[src/rtl/regfile_move_scheduler_if.sv]
// Requester/bus bundle for regfile_move_scheduler: request fields in,
// bus select addresses and handshake pulses out.
interface regfile_move_scheduler_if #(
  parameter int NUM_REQ = 4
);
  localparam int ID_W = (NUM_REQ > 1) ? $clog2(NUM_REQ) : 1;

  logic [NUM_REQ-1:0]   req;
  logic [8*NUM_REQ-1:0] src_addr;
  logic [8*NUM_REQ-1:0] dst_addr;
  logic [4*NUM_REQ-1:0] len;
  logic [NUM_REQ-1:0]   ack;
  logic [NUM_REQ-1:0]   done;
  logic                 busy;
  logic [ID_W-1:0]      grant_id;
  logic [7:0]           r_addr;
  logic [7:0]           w_addr;

  modport master (
    output req, src_addr, dst_addr, len,
    input  ack, done, busy, grant_id, r_addr, w_addr
  );

  modport slave (
    input  req, src_addr, dst_addr, len,
    output ack, done, busy, grant_id, r_addr, w_addr
  );
endinterface

[src/rtl/regfile_move_scheduler.sv]
// Round-robin scheduler for register-to-register bursts on the shared
// tristate bus; drives r_addr/w_addr one move per cycle.
module regfile_move_scheduler #(
  parameter int         NUM_REQ   = 4,
  parameter logic [7:0] IDLE_ADDR = 8'hFF
) (
  input logic                     clk,
  input logic                     rst,
  regfile_move_scheduler_if.slave bus
);
  localparam int ID_W = (NUM_REQ > 1) ? $clog2(NUM_REQ) : 1;

  typedef enum logic {IDLE, XFER} state_t;

  state_t               state, state_n;
  logic [ID_W-1:0]      ptr, ptr_n;
  logic [ID_W-1:0]      grant_id_q, grant_id_n;
  logic [3:0]           remaining, remaining_n;
  logic [7:0]           r_q, r_n, w_q, w_n;
  logic [NUM_REQ-1:0]   ack_q, ack_n, done_q, done_n;
  logic                 busy_q, busy_n;

  logic                 found;
  logic [ID_W-1:0]      g, g_next;
  logic [ID_W:0]        idx_w;
  logic [7:0]           src_sel, dst_sel;
  logic [3:0]           len_sel;
  logic [NUM_REQ-1:0]   g_onehot, cur_onehot;

  // Round-robin search starting at ptr; the selected requester's fields are
  // muxed out alongside so the grant cycle can load them straight into the
  // address registers.
  always_comb begin
    found   = 1'b0;
    g       = '0;
    idx_w   = '0;
    src_sel = '0;
    dst_sel = '0;
    len_sel = '0;
    for (int unsigned i = 0; i < NUM_REQ; i++) begin
      idx_w = {1'b0, ptr} + (ID_W+1)'(i);
      if (idx_w >= (ID_W+1)'(NUM_REQ)) idx_w = idx_w - (ID_W+1)'(NUM_REQ);
      if (!found && bus.req[idx_w[ID_W-1:0]]) begin
        found = 1'b1;
        g     = idx_w[ID_W-1:0];
      end
    end
    for (int unsigned i = 0; i < NUM_REQ; i++) begin
      if (g == ID_W'(i)) begin
        src_sel = bus.src_addr[8*i +: 8];
        dst_sel = bus.dst_addr[8*i +: 8];
        len_sel = bus.len[4*i +: 4];
      end
    end
  end

  always_comb begin
    g_next     = (g == ID_W'(NUM_REQ-1)) ? '0 : g + 1'b1;
    g_onehot   = '0;
    cur_onehot = '0;
    for (int unsigned i = 0; i < NUM_REQ; i++) begin
      if (g == ID_W'(i))          g_onehot[i]   = 1'b1;
      if (grant_id_q == ID_W'(i)) cur_onehot[i] = 1'b1;
    end
  end

  always_comb begin
    state_n     = state;
    ptr_n       = ptr;
    grant_id_n  = grant_id_q;
    remaining_n = remaining;
    r_n         = IDLE_ADDR;
    w_n         = IDLE_ADDR;
    ack_n       = '0;
    done_n      = '0;
    busy_n      = 1'b0;
    unique case (state)
      IDLE: begin
        if (found) begin
          state_n     = XFER;
          ptr_n       = g_next;
          grant_id_n  = g;
          remaining_n = len_sel;
          r_n         = src_sel;
          w_n         = dst_sel;
          ack_n       = g_onehot;
          done_n      = (len_sel == 4'd0) ? g_onehot : '0;
          busy_n      = 1'b1;
        end
      end
      XFER: begin
        // remaining counts beats still to come after the one on the bus now;
        // reaching zero here means the final beat just ended.
        if (remaining != 4'd0) begin
          remaining_n = remaining - 4'd1;
          r_n         = r_q + 8'd1;
          w_n         = w_q + 8'd1;
          done_n      = (remaining == 4'd1) ? cur_onehot : '0;
          busy_n      = 1'b1;
        end else begin
          state_n = IDLE;
        end
      end
      default: state_n = IDLE;
    endcase
  end

  always_ff @(posedge clk) begin
    if (rst) begin
      state      <= IDLE;
      ptr        <= '0;
      grant_id_q <= '0;
      remaining  <= '0;
      r_q        <= IDLE_ADDR;
      w_q        <= IDLE_ADDR;
      ack_q      <= '0;
      done_q     <= '0;
      busy_q     <= 1'b0;
    end else begin
      state      <= state_n;
      ptr        <= ptr_n;
      grant_id_q <= grant_id_n;
      remaining  <= remaining_n;
      r_q        <= r_n;
      w_q        <= w_n;
      ack_q      <= ack_n;
      done_q     <= done_n;
      busy_q     <= busy_n;
    end
  end

  assign bus.ack      = ack_q;
  assign bus.done     = done_q;
  assign bus.busy     = busy_q;
  assign bus.grant_id = grant_id_q;
  assign bus.r_addr   = r_q;
  assign bus.w_addr   = w_q;
endmodule

[src/flat_wrapper.sv]
// flat-port wrapper written by rule: the top's interface ports become plain ports
module regfile_move_scheduler_flat 
#(
  parameter int         NUM_REQ   = 4,
  parameter logic [7:0] IDLE_ADDR = 8'hFF
)
  (clk, rst, bus_req, bus_src_addr, bus_dst_addr, bus_len, bus_ack, bus_done, bus_busy, bus_grant_id, bus_r_addr, bus_w_addr);
  regfile_move_scheduler_if #(.NUM_REQ(NUM_REQ)) bus_i ();
  input logic clk;
  input logic rst;
  input wire logic [$bits(bus_i.req)-1:0] bus_req;
  input wire logic [$bits(bus_i.src_addr)-1:0] bus_src_addr;
  input wire logic [$bits(bus_i.dst_addr)-1:0] bus_dst_addr;
  input wire logic [$bits(bus_i.len)-1:0] bus_len;
  output wire logic [$bits(bus_i.ack)-1:0] bus_ack;
  output wire logic [$bits(bus_i.done)-1:0] bus_done;
  output wire logic [$bits(bus_i.busy)-1:0] bus_busy;
  output wire logic [$bits(bus_i.grant_id)-1:0] bus_grant_id;
  output wire logic [$bits(bus_i.r_addr)-1:0] bus_r_addr;
  output wire logic [$bits(bus_i.w_addr)-1:0] bus_w_addr;
  assign bus_i.req = bus_req;
  assign bus_i.src_addr = bus_src_addr;
  assign bus_i.dst_addr = bus_dst_addr;
  assign bus_i.len = bus_len;
  assign bus_ack = bus_i.ack;
  assign bus_done = bus_i.done;
  assign bus_busy = bus_i.busy;
  assign bus_grant_id = bus_i.grant_id;
  assign bus_r_addr = bus_i.r_addr;
  assign bus_w_addr = bus_i.w_addr;
  regfile_move_scheduler #(.NUM_REQ(NUM_REQ), .IDLE_ADDR(IDLE_ADDR)) u_core (.clk(clk), .rst(rst), .bus(bus_i));
endmodule
[config.mk]
export PLATFORM = sky130hd
export DESIGN_NAME = regfile_move_scheduler_flat
export DESIGN_NICKNAME = d
export VERILOG_FILES = /design/src/rtl/regfile_move_scheduler_if.sv /design/src/rtl/regfile_move_scheduler.sv /design/src/flat_wrapper.sv
export SDC_FILE = /design/constraint.sdc
export NUM_CORES = 1
export LEC_CHECK = 0
export BUFFER_PORTS_ARGS = -buffer_cell sky130_fd_sc_hd__buf_2
export CAP_MARGIN = 10
export CORE_AREA = 4 4 98 100
export DETAILED_ROUTE_END_ITERATION = 12
export DIE_AREA = 0 0 102 104
export GPL_TIMING_DRIVEN = 0
export SKIP_CTS_REPAIR_TIMING = 1
export SLEW_MARGIN = 20
export SYNTH_ARGS = -nofsm -noshare
export SYNTH_HDL_FRONTEND = slang
export SYNTH_SLANG_ARGS = --single-unit
[constraint.sdc]
create_clock -name clk -period 3.3 [get_ports clk]
set_input_delay 0.165 -clock clk [delete_from_list [all_inputs] [get_ports clk]]
set_output_delay 0.165 -clock clk [all_outputs]
set_load 0.02 [all_outputs]
==> results of run 1 <==
-- synth_stat cells (2+ instances only) --
library cell   n
a21oi_1       39
dfxtp_1       33
a221oi_1      19
nor2b_1       17
o31ai_1       16
nor2_1        11
clkbuf_1      10
inv_1         10
nand2_1       10
ha_1           9
nand2b_1       9
o22ai_1        7
nand3_1        6
xnor2_1        6
xor2_1         6
buf_2          5
a211oi_1       4
nor3_1         4
or3_1          4
and2_1         3
and3_1         3
mux2i_1        2
nor4_1         2
o21ai_0        2
-- worst paths after layout --
kind	end	slack, ns	cells past startpoint
worst max-delay path	u_core.bus.done[3]	0.22	11
worst min-delay path	u_core.bus.w_addr[7]	0.14	3
worst max register to register	u_core.bus.done[3]	0.22	11
worst min register to register	u_core.bus.r_addr[0]	0.50	1
-- critical path: cells and delay by family, from the launching register on --
family | cells | cell delay [ns]
AND/OR/NAND/NOR | 4 | 1.18
AO/OA/AOI/OAI | 3 | 0.61
flip-flops | 1 | 0.43
buffers and inverters | 2 | 0.30
adder cells (fa/ha/maj) | 1 | 0.27
multiplexers | 1 | 0.21
-- sequential cells by signal, summed over array words and instances (netlist names) --
name                 cells
u_core.ptr               2
u_core.bus.done          4
u_core.bus.ack           4
u_core.bus.w_addr        8
u_core.state             1
u_core.bus.r_addr        8
u_core.remaining         4
u_core.bus.grant_id      2
-- stage by stage --
stage	cells	power, W	worst slack [ns]	area [µm²]	hold slack (ns)
floorplan	258	0.00150	0.703	2150	0.334
global placement	478	0.00185	0.283	2840	0.437
detailed placement	478	0.00187	0.291	2840	0.440
CTS	486	0.00222	0.253	2950	0.137
global route	486	0.00239	0.0533	2950	0.142
finish	486	0.00220	0.220	2950	0.143
-- routing by layer --
metal	routed length (µm)	track usage (%)	vias to the layer above
met3	669	3.09	8
met4	87	3.19	0
met2	3750	25.1	102
li1	-	-	1205
met1	3290	17.8	1129
met5	0	0	-
-- cells by family (layout without fill, tap and decap cells) --
logic type	count (synthesis)	count (layout)	share of synthesized area (%)
and+or+nand+nor	79	79	22.0
adders and majority gates	9	9	5.24
muxes	2	2	0.932
xor gates and xnor gates	12	12	4.89
buffers and inverters	27	147	5.53
DFF	33	33	30.8
AOI/OAI and AO/OA	96	96	30.6
-- layout make-up --
| type | instances | area [µm²] |
|---|---|---|
| Multi-Input combinational cell | 198 | 1370 |
| Clock buffer | 7 | 96.3 |
| Buffer | 17 | 81.3 |
| Tap cell | 108 | 135 |
| Fill cell | 976 | 5730 |
| Sequential cell | 33 | 661 |
| Timing Repair Buffer | 112 | 561 |
| Inverter | 10 | 37.5 |
| Clock inverter | 1 | 5.00 |
-- power by group --
part	internal [W]	switching (W)
sequential	0.000521	0.000117
combinational	0.000508	0.000715
clock	0.000189	0.000155
-- placed cells by master (no fill, tap or decap), types with 2 or more instances in the layout --
| master | count |
|---|---|
| and3_1 | 3 |
| buf_2 | 117 |
| inv_1 | 10 |
| o22ai_1 | 7 |
| xnor2_1 | 6 |
| dfxtp_1 | 33 |
| nand2_1 | 10 |
| mux2i_1 | 2 |
| o21ai_0 | 2 |
| nor4_1 | 2 |
| nor2b_1 | 17 |
| a21oi_1 | 39 |
| clkbuf_1 | 10 |
| nand2b_1 | 9 |
| ha_1 | 9 |
| xor2_1 | 6 |
| a221oi_1 | 19 |
| nor2_1 | 11 |
| a211oi_1 | 4 |
| or3_1 | 4 |
| clkbuf_8 | 7 |
| nand3_1 | 6 |
| and2_1 | 3 |
| nor3_1 | 4 |
| o31ai_1 | 16 |
==> run_results.csv, run 1 <==
group,metric,value,unit
outcome,status,"completed",
placement,routabilityCongestion,0.820,
placement,portBuffers,112,
yosys,async_reset_ff_share,0,%
setup_path,worst_ep_required_time,3.51,ns
finish,syn2layout_area_growth,37.1,%
setup_path,crit_path_top_delay_cell,"nor4_1",
yosys,netlist_instances,258,
timing,timing.clock.skew,0.0112,ns
floorplanning,boundaryPins,113,
setup_path,worstSetupEndpointType,"flip-flop",
cts,cts.sinks,33,
route,post-route-drc-count,0,
grt,grt_first_pass_wirelength,12000,µm
grt,overflow,0,
timing,max_clock_freq,0.325,GHz
setup_path,rr_startpoint,"u_core.ptr[1]",
setup_path,timing.critical_path.cells,"mux2i_1 -> nor2_1 -> nor4_1 -> inv_1 -> ha_1 -> nor2b_1 -> buf_6 -> a221oi_1 -> o21ai_1 -> or3_4 -> o22ai_1",
yosys,synth_area_leaders,"dfxtp_1, a21oi_1, a221oi_1, o31ai_1, ha_1",
cts,cts_root_buf,"clkbuf_8",
route,routed-via-count,2444,
cts,cts_tree,"built",
yosys,ys_seq_elements,33,
route,vias_per_cell,5.03,
grt,initial_antenna_violation_count,0,
setup_path,worst_setup_path_start_kind,"flip-flop",
timing,rsz0062_at_grt,"no",
cts,cts-htree-levels,2,
setup_path,critical_path_class,"flip-flop to flip-flop",
yosys,dominantRegCellSynth,"dfxtp_1",
timing,tightest_slew,0.888,ns
yosys,synth_top_cell_by_area,"dfxtp_1",
yosys,yosysSeqAreaShare,30.8,%
hold_path,holdCritPathClass,"primary input to flip-flop",
grt,overall_fraction_of_global_route_tracks_in_use,14.4,%
finish,drive_gt1_share,36.0,%
cts,clkTransAtPathRegs,0.08,ns
route,first_pass_iters,5,
placement,dpl_wire_length,6170,µm
pwr,power_density,748,mW/mm²
cts,tritoncts.num_buffers,5,
floorplanning,die_x,102,µm
timing,hold_viol,0,
yosys,syn_area_cell,8.33,µm²
grt,via_count_of_the_first_global_routing_pass,2396,
yosys,synth.lib_cells_used.distinct,45,
floorplanning,die_height,104,µm
setup_path,slowest_delay,0.56,ns
grt,maximum_number_of_pins_on_one_net_before_global_route_repair,11,
timing,maxSlewViolCount,0,
pwr,power_leakage,1.30,nW
finish,antennaDiodeCount,0,
route,initialDrtViolationCount,75,
pwr,irDropWorstVdd,262,µV
floorplanning,floorplan.die_area,0.0106,mm²
setup_path,worst_ep_arrival_time,3.29,ns
route,drt-total-wl,7800,µm
yosys,syn-cell-area,0.00215,mm²
hold_path,worst_hold_startpoint,"bus_dst_addr[31]",
timing,timing.max_slew.rel_slack,40.5,%
timing,setup-violations-final,0,
setup_path,critical_path.startpoint,"u_core.ptr[1]",
route,ant_nets,0,
yosys,area_share_of_the_largest_cell_type_after_synthesis,30.8,%
yosys,yosys_warnings,0,
finish,final_net_count,472,
run,maxCapViolCount,0,
yosys,postSynthNetCount,353,
setup_path,worst-path-max-fanout,10,
timing,fin_tns_setup,0,ns
timing,layout_worst_path_cycle_share,93.3,%
cts,clock_latency_on_the_worst_skew_pair,0.29,ns
floorplanning,initial_core_util,24.8,%
yosys,number_of_synthesized_flops_with_an_enable_pin,0,
route,post_dr_wirelength_cell,16.0,µm
floorplanning,core-area,0.00868,mm²
cts,clockBufferDepth,2,
timing,min_period,3.08,ns
floorplanning,std_cell_rows,34,
finish,utilization,33.9,%
(Power assumes the default switching activity.)
==> inputs of run 2 (changes only) <==
--- a/config.mk
+++ b/config.mk
@@ -8,10 +8,12 @@
 export BUFFER_PORTS_ARGS = -buffer_cell sky130_fd_sc_hd__buf_2
 export CAP_MARGIN = 10
 export CORE_AREA = 4 4 98 100
+export CTS_BUF_LIST = sky130_fd_sc_hd__clkbuf_2
 export DETAILED_ROUTE_END_ITERATION = 12
 export DIE_AREA = 0 0 102 104
 export GPL_TIMING_DRIVEN = 0
 export SKIP_CTS_REPAIR_TIMING = 1
+export SKIP_LAST_GASP = 1
 export SLEW_MARGIN = 20
 export SYNTH_ARGS = -nofsm -noshare
 export SYNTH_HDL_FRONTEND = slang
==> run_results.csv, run 2 (synthesis results as in run 1) <==
group,metric,value,unit
outcome,status,"completed",
placement,routabilityCongestion,0.820,
route,first_pass_iters,4,
timing,tightest_slew,0.800,ns
hold_path,holdCritPathClass,"primary input to flip-flop",
run,maxCapViolCount,0,
cts,tritoncts.num_buffers,5,
route,initialDrtViolationCount,77,
timing,layout_worst_path_cycle_share,93.2,%
placement,dpl_wire_length,6170,µm
grt,initial_antenna_violation_count,0,
cts,clockBufferDepth,2,
route,met1Wirelength,3290,µm
timing,fin_ws,0.225,ns
route,dr_wl_met2,3800,µm
route,routed-via-count,2417,
finish,final_net_count,472,
pwr,power_density,710,mW/mm²
floorplanning,die_height,104,µm
cts,cts_tree,"built",
route,route.met3.wl,632,µm
setup_path,worst_ep_required_time,3.61,ns
floorplanning,core-area,0.00868,mm²
cts,clock_latency_on_the_worst_skew_pair,0.38,ns
grt,overflow,0,
timing,maxSlewViolCount,0,
floorplanning,floorplan.die_area,0.0106,mm²
grt,grt_first_pass_wirelength,12000,µm
timing,max_clock_freq,0.325,GHz
route,post-route-drc-count,0,
route,ant_nets,0,
route,drt-total-wl,7780,µm
timing,rsz0062_at_grt,"no",
finish,antennaDiodeCount,0,
timing,min_period,3.07,ns
placement,portBuffers,112,
timing,fin_tns_setup,0,ns
timing,finalHoldWorstSlack,0.0356,ns
finish,drive_gt1_share,35.4,%
timing,setup-violations-final,0,
setup_path,worstSetupEndpointType,"flip-flop",
cts,cts.sinks,33,
cts,clkTransAtPathRegs,0.20,ns
cts,cts-htree-levels,2,
finish,layout_common_cells,"buf_2, a21oi_1, dfxtp_1",
timing,timing.max_slew.rel_slack,46.4,%
floorplanning,die_x,102,µm
setup_path,worst_setup_path_start_kind,"flip-flop",
grt,maximum_number_of_pins_on_one_net_before_global_route_repair,11,
route,post_dr_wirelength_cell,16.0,µm
pwr,irDropWorstVdd,217,µV
finish,layout.cells.most_common,"buf_2",
setup_path,worst_ep_arrival_time,3.38,ns
timing,timing.clock.skew,0.0299,ns
route,highest-signal-layer,"met4",
timing,hold_viol,0,
floorplanning,std_cell_rows,34,
grt,overall_fraction_of_global_route_tracks_in_use,14.3,%
route,vias_per_cell,4.97,
floorplanning,boundaryPins,113,
setup_path,critical_path_class,"flip-flop to flip-flop",
setup_path,worst-path-max-fanout,10,
placement,dp_slack,0.291,ns
grt,via_count_of_the_first_global_routing_pass,2409,
cts,cts_root_buf,"clkbuf_2",
pwr,power_leakage,1.27,nW
floorplanning,initial_core_util,24.8,%
finish,fillCellCount,978,
finish,syn2layout_area_growth,34.1,%
## run 2: changes by cell type in the layout (fill, tap and decap cells not counted)
cell / previous run / this run
clkbuf_8: 7 / 0
clkbuf_2: 0 / 5
clkinv_1: 0 / 2
## run 2: final timing paths
path | start | endpoint | slack, ns | cells after the start
worst max-delay path | u_core.ptr[1] | u_core.bus.done[3] | 0.23 | 11
worst min register to register | u_core.bus.r_addr[0] | u_core.bus.r_addr[0] | 0.53 | 1
worst max register to register | u_core.ptr[1] | u_core.bus.done[3] | 0.23 | 11
worst min-delay path | bus_dst_addr[31] | u_core.bus.w_addr[7] | 0.04 | 3
## run 2: layer usage
layer	global-route usage [%]	vias up
met2	24.8	93
met4	3.09	0
met3	2.88	7
met5	0	-
met1	17.9	1112
li1	-	1205
## run 2: cell type report
cell class	count	area [µm²]	area share, %
Inverter	10	37.5	1.30
Buffer	17	81.3	2.82
Clock inverter	3	12.5	0.434
Timing Repair Buffer	112	561	19.5
Clock buffer	5	25.0	0.868
Sequential cell	33	661	22.9
Tap cell	108	135	4.69
Multi-Input combinational cell	198	1370	47.5
## run 2: per-stage QoR
| stage | instance area, µm² | utilization [%] | power, W | instances |
|---|---|---|---|---|
| after CTS | 2880 | 33.2 | 0.00207 | 486 |
| final | 2880 | 33.2 | 0.00205 | 486 |
| after global routing | 2880 | 33.2 | 0.00224 | 486 |
| after global placement | 2840 | 32.8 | 0.00185 | 478 |
| after detailed placement | 2840 | 32.8 | 0.00187 | 478 |
| after floorplan | 2150 | - | 0.00150 | 258 |
## run 2: worst max-delay path, stage by stage, from the launching register on
cell and delay (ns):
dfxtp_1 0.47, mux2i_1 0.21, nor2_1 0.07, nor4_1 0.55, inv_1 0.14, ha_1 0.27, nor2b_1 0.15, buf_6 0.15
a221oi_1 0.33, o21ai_1 0.10, or3_4 0.41, o22ai_1 0.17
## run 2: report_power, final
| part | switching (W) | internal [W] |
|---|---|---|
| registers | 0.000117 | 0.000519 |
| logic | 0.000712 | 0.000508 |
| clock network | 0.000144 | 0.0000464 |
==> inputs of run 3 (changes only) <==
--- a/config.mk
+++ b/config.mk
@@ -5,6 +5,7 @@
 export SDC_FILE = /design/constraint.sdc
 export NUM_CORES = 1
 export LEC_CHECK = 0
+export ABC_AREA = 0
 export BUFFER_PORTS_ARGS = -buffer_cell sky130_fd_sc_hd__buf_2
 export CAP_MARGIN = 10
 export CORE_AREA = 4 4 98 100
@@ -12,6 +13,7 @@
 export DETAILED_ROUTE_END_ITERATION = 12
 export DIE_AREA = 0 0 102 104
 export GPL_TIMING_DRIVEN = 0
+export MAX_ROUTING_LAYER = met4
 export SKIP_CTS_REPAIR_TIMING = 1
 export SKIP_LAST_GASP = 1
 export SLEW_MARGIN = 20
==> run_results.csv, run 3 (synthesis results as in run 1) <==
group,metric,value,unit
cts,cts_root_buf,"clkbuf_2",
cts,clockBufferDepth,2,
pwr,irDropWorstVdd,219,µV
grt,globalRoute.busiestLayer,"met2",
timing,min_period,3.16,ns
pwr,power_density,711,mW/mm²
grt,grtUsageMet2,24.8,%
setup_path,worst_setup_path_start_kind,"flip-flop",
route,ant_nets,0,
placement,dpl_wire_length,6170,µm
timing,max_clock_freq,0.316,GHz
floorplanning,core-area,0.00868,mm²
floorplanning,initial_core_util,24.8,%
pwr,power_leakage,1.27,nW
finish,antennaDiodeCount,0,
floorplanning,floorplan.die_area,0.0106,mm²
timing,timing.clock.skew,0.0241,ns
timing,setup-violations-final,0,
timing,tightest_slew,0.820,ns
floorplanning,die_height,104,µm
placement,routabilityCongestion,0.832,
cts,tritoncts.num_buffers,5,
setup_path,path_buf_inv,2,
setup_path,critical_path_class,"flip-flop to flip-flop",
finish,layout_common_cells,"buf_2, a21oi_1, dfxtp_1",
floorplanning,std_cell_rows,34,
finish,drive_gt1_share,35.4,%
route,vias_per_cell,5.03,
timing,maxSlewViolCount,0,
finish,final_net_count,472,
run,maxCapViolCount,0,
route,routed-via-count,2444,
placement,dp_slack,0.291,ns
cts,cts.sinks,33,
placement,portBuffers,112,
route,drt-total-wl,7830,µm
grt,grt_first_pass_wirelength,12000,µm
setup_path,slowest_delay,0.62,ns
timing,timing.max_slew.rel_slack,45.0,%
setup_path,worst-path-max-fanout,10,
finish,layout.cells.most_common,"buf_2",
timing,layout_worst_path_cycle_share,95.9,%
grt,globalRouteMet1Util,18.0,%
finish,fillCellCount,978,
cts,clkTransAtPathRegs,0.19,ns
timing,fin_tns_setup,0,ns
route,initialDrtViolationCount,81,
hold_path,holdCritPathClass,"primary input to flip-flop",
grt,overflow,0,
setup_path,path_delay_family,"simple AND/OR/NAND/NOR gates",
timing,hold_viol,0,
cts,cts-htree-levels,2,
setup_path,worst_ep_arrival_time,3.46,ns
outcome,status,"completed",
floorplanning,die_x,102,µm
grt,globalRouteMet3Util,2.75,%
route,post-route-drc-count,0,
finish,syn2layout_area_growth,34.1,%
grt,via_count_of_the_first_global_routing_pass,2407,
route,first_pass_iters,4,
setup_path,worstSetupEndpointType,"flip-flop",
grt,overall_fraction_of_global_route_tracks_in_use,14.6,%
setup_path,worst_ep_required_time,3.60,ns
grt,maximum_number_of_pins_on_one_net_before_global_route_repair,11,
setup_path,timing.critical_path.cells,"mux2i_1 -> nor2_1 -> nor4_1 -> inv_1 -> ha_1 -> nor2b_1 -> buf_6 -> a221oi_1 -> o21ai_1 -> or3_4 -> o22ai_1",
setup_path,crit_path_top_delay_cell,"nor4_1",
grt,initial_antenna_violation_count,0,
floorplanning,boundaryPins,113,
cts,cts_tree,"built",
timing,rsz0062_at_grt,"no",
route,post_dr_wirelength_cell,16.1,µm
timing,fin_ws,0.135,ns
cts,clock_latency_on_the_worst_skew_pair,0.37,ns
==> run 3: cell counts in the layout (fill, tap and decap cells not counted) <==
No cell type changed its count.
==> run 3: per-layer routing <==
| layer | up-vias | wire [µm] |
|---|---|---|
| met3 | 4 | 575 |
| met4 | 0 | 45 |
| li1 | 1206 | - |
| met1 | 1139 | 3370 |
| met2 | 95 | 3840 |
| met5 | - | 0 |
==> run 3: final cells by class <==
cell class / instances / area [µm²] / share of cell area (%)
clock inverters: 3 / 12.5 / 0.434
inverters: 10 / 37.5 / 1.30
flip-flops and latches: 33 / 661 / 22.9
repair buffers: 112 / 561 / 19.5
multi-input cells: 198 / 1370 / 47.5
well taps: 108 / 135 / 4.69
plain buffers: 17 / 81.3 / 2.82
clock buffers: 5 / 25.0 / 0.868
==> run 3: per-stage QoR <==
stage | hold slack, ns | util (%) | power, W | area (µm²) | cells
after floorplan | 0.334 | - | 0.00150 | 2150 | 258
after global placement | 0.437 | 32.8 | 0.00185 | 2840 | 478
after detailed placement | 0.440 | 32.8 | 0.00187 | 2840 | 478
after CTS | 0.0112 | 33.2 | 0.00207 | 2880 | 486
after global routing | 0.0150 | 33.2 | 0.00223 | 2880 | 486
final | 0.0498 | 33.2 | 0.00205 | 2880 | 486
==> run 3: worst reg2reg max path, delay by kind of cell, from the launching register on <==
kind            cells  cell delay, ns
simple gates        4            1.24
compound gates      3            0.61
flops               1            0.47
buf+inv             2            0.30
fa+ha+maj           1            0.28
mux                 1            0.21
==> run 3: worst paths after layout <==
kind / from / end / slack (ns) / depth (start not counted)
min reg2reg: u_core.bus.r_addr[0] / u_core.bus.r_addr[0] / 0.53 / 1
max reg2reg: u_core.ptr[1] / u_core.bus.done[3] / 0.14 / 11
max: u_core.ptr[1] / u_core.bus.done[3] / 0.14 / 11
min: bus_dst_addr[31] / u_core.bus.w_addr[7] / 0.05 / 3
==> run 3: where the power goes <==
part	leakage (nW)	internal (W)	switching, W	total [W]
clock	0.0278	0.0000465	0.000142	0.000188
combinational	0.972	0.000508	0.000716	0.00122
sequential	0.273	0.000519	0.000117	0.000637
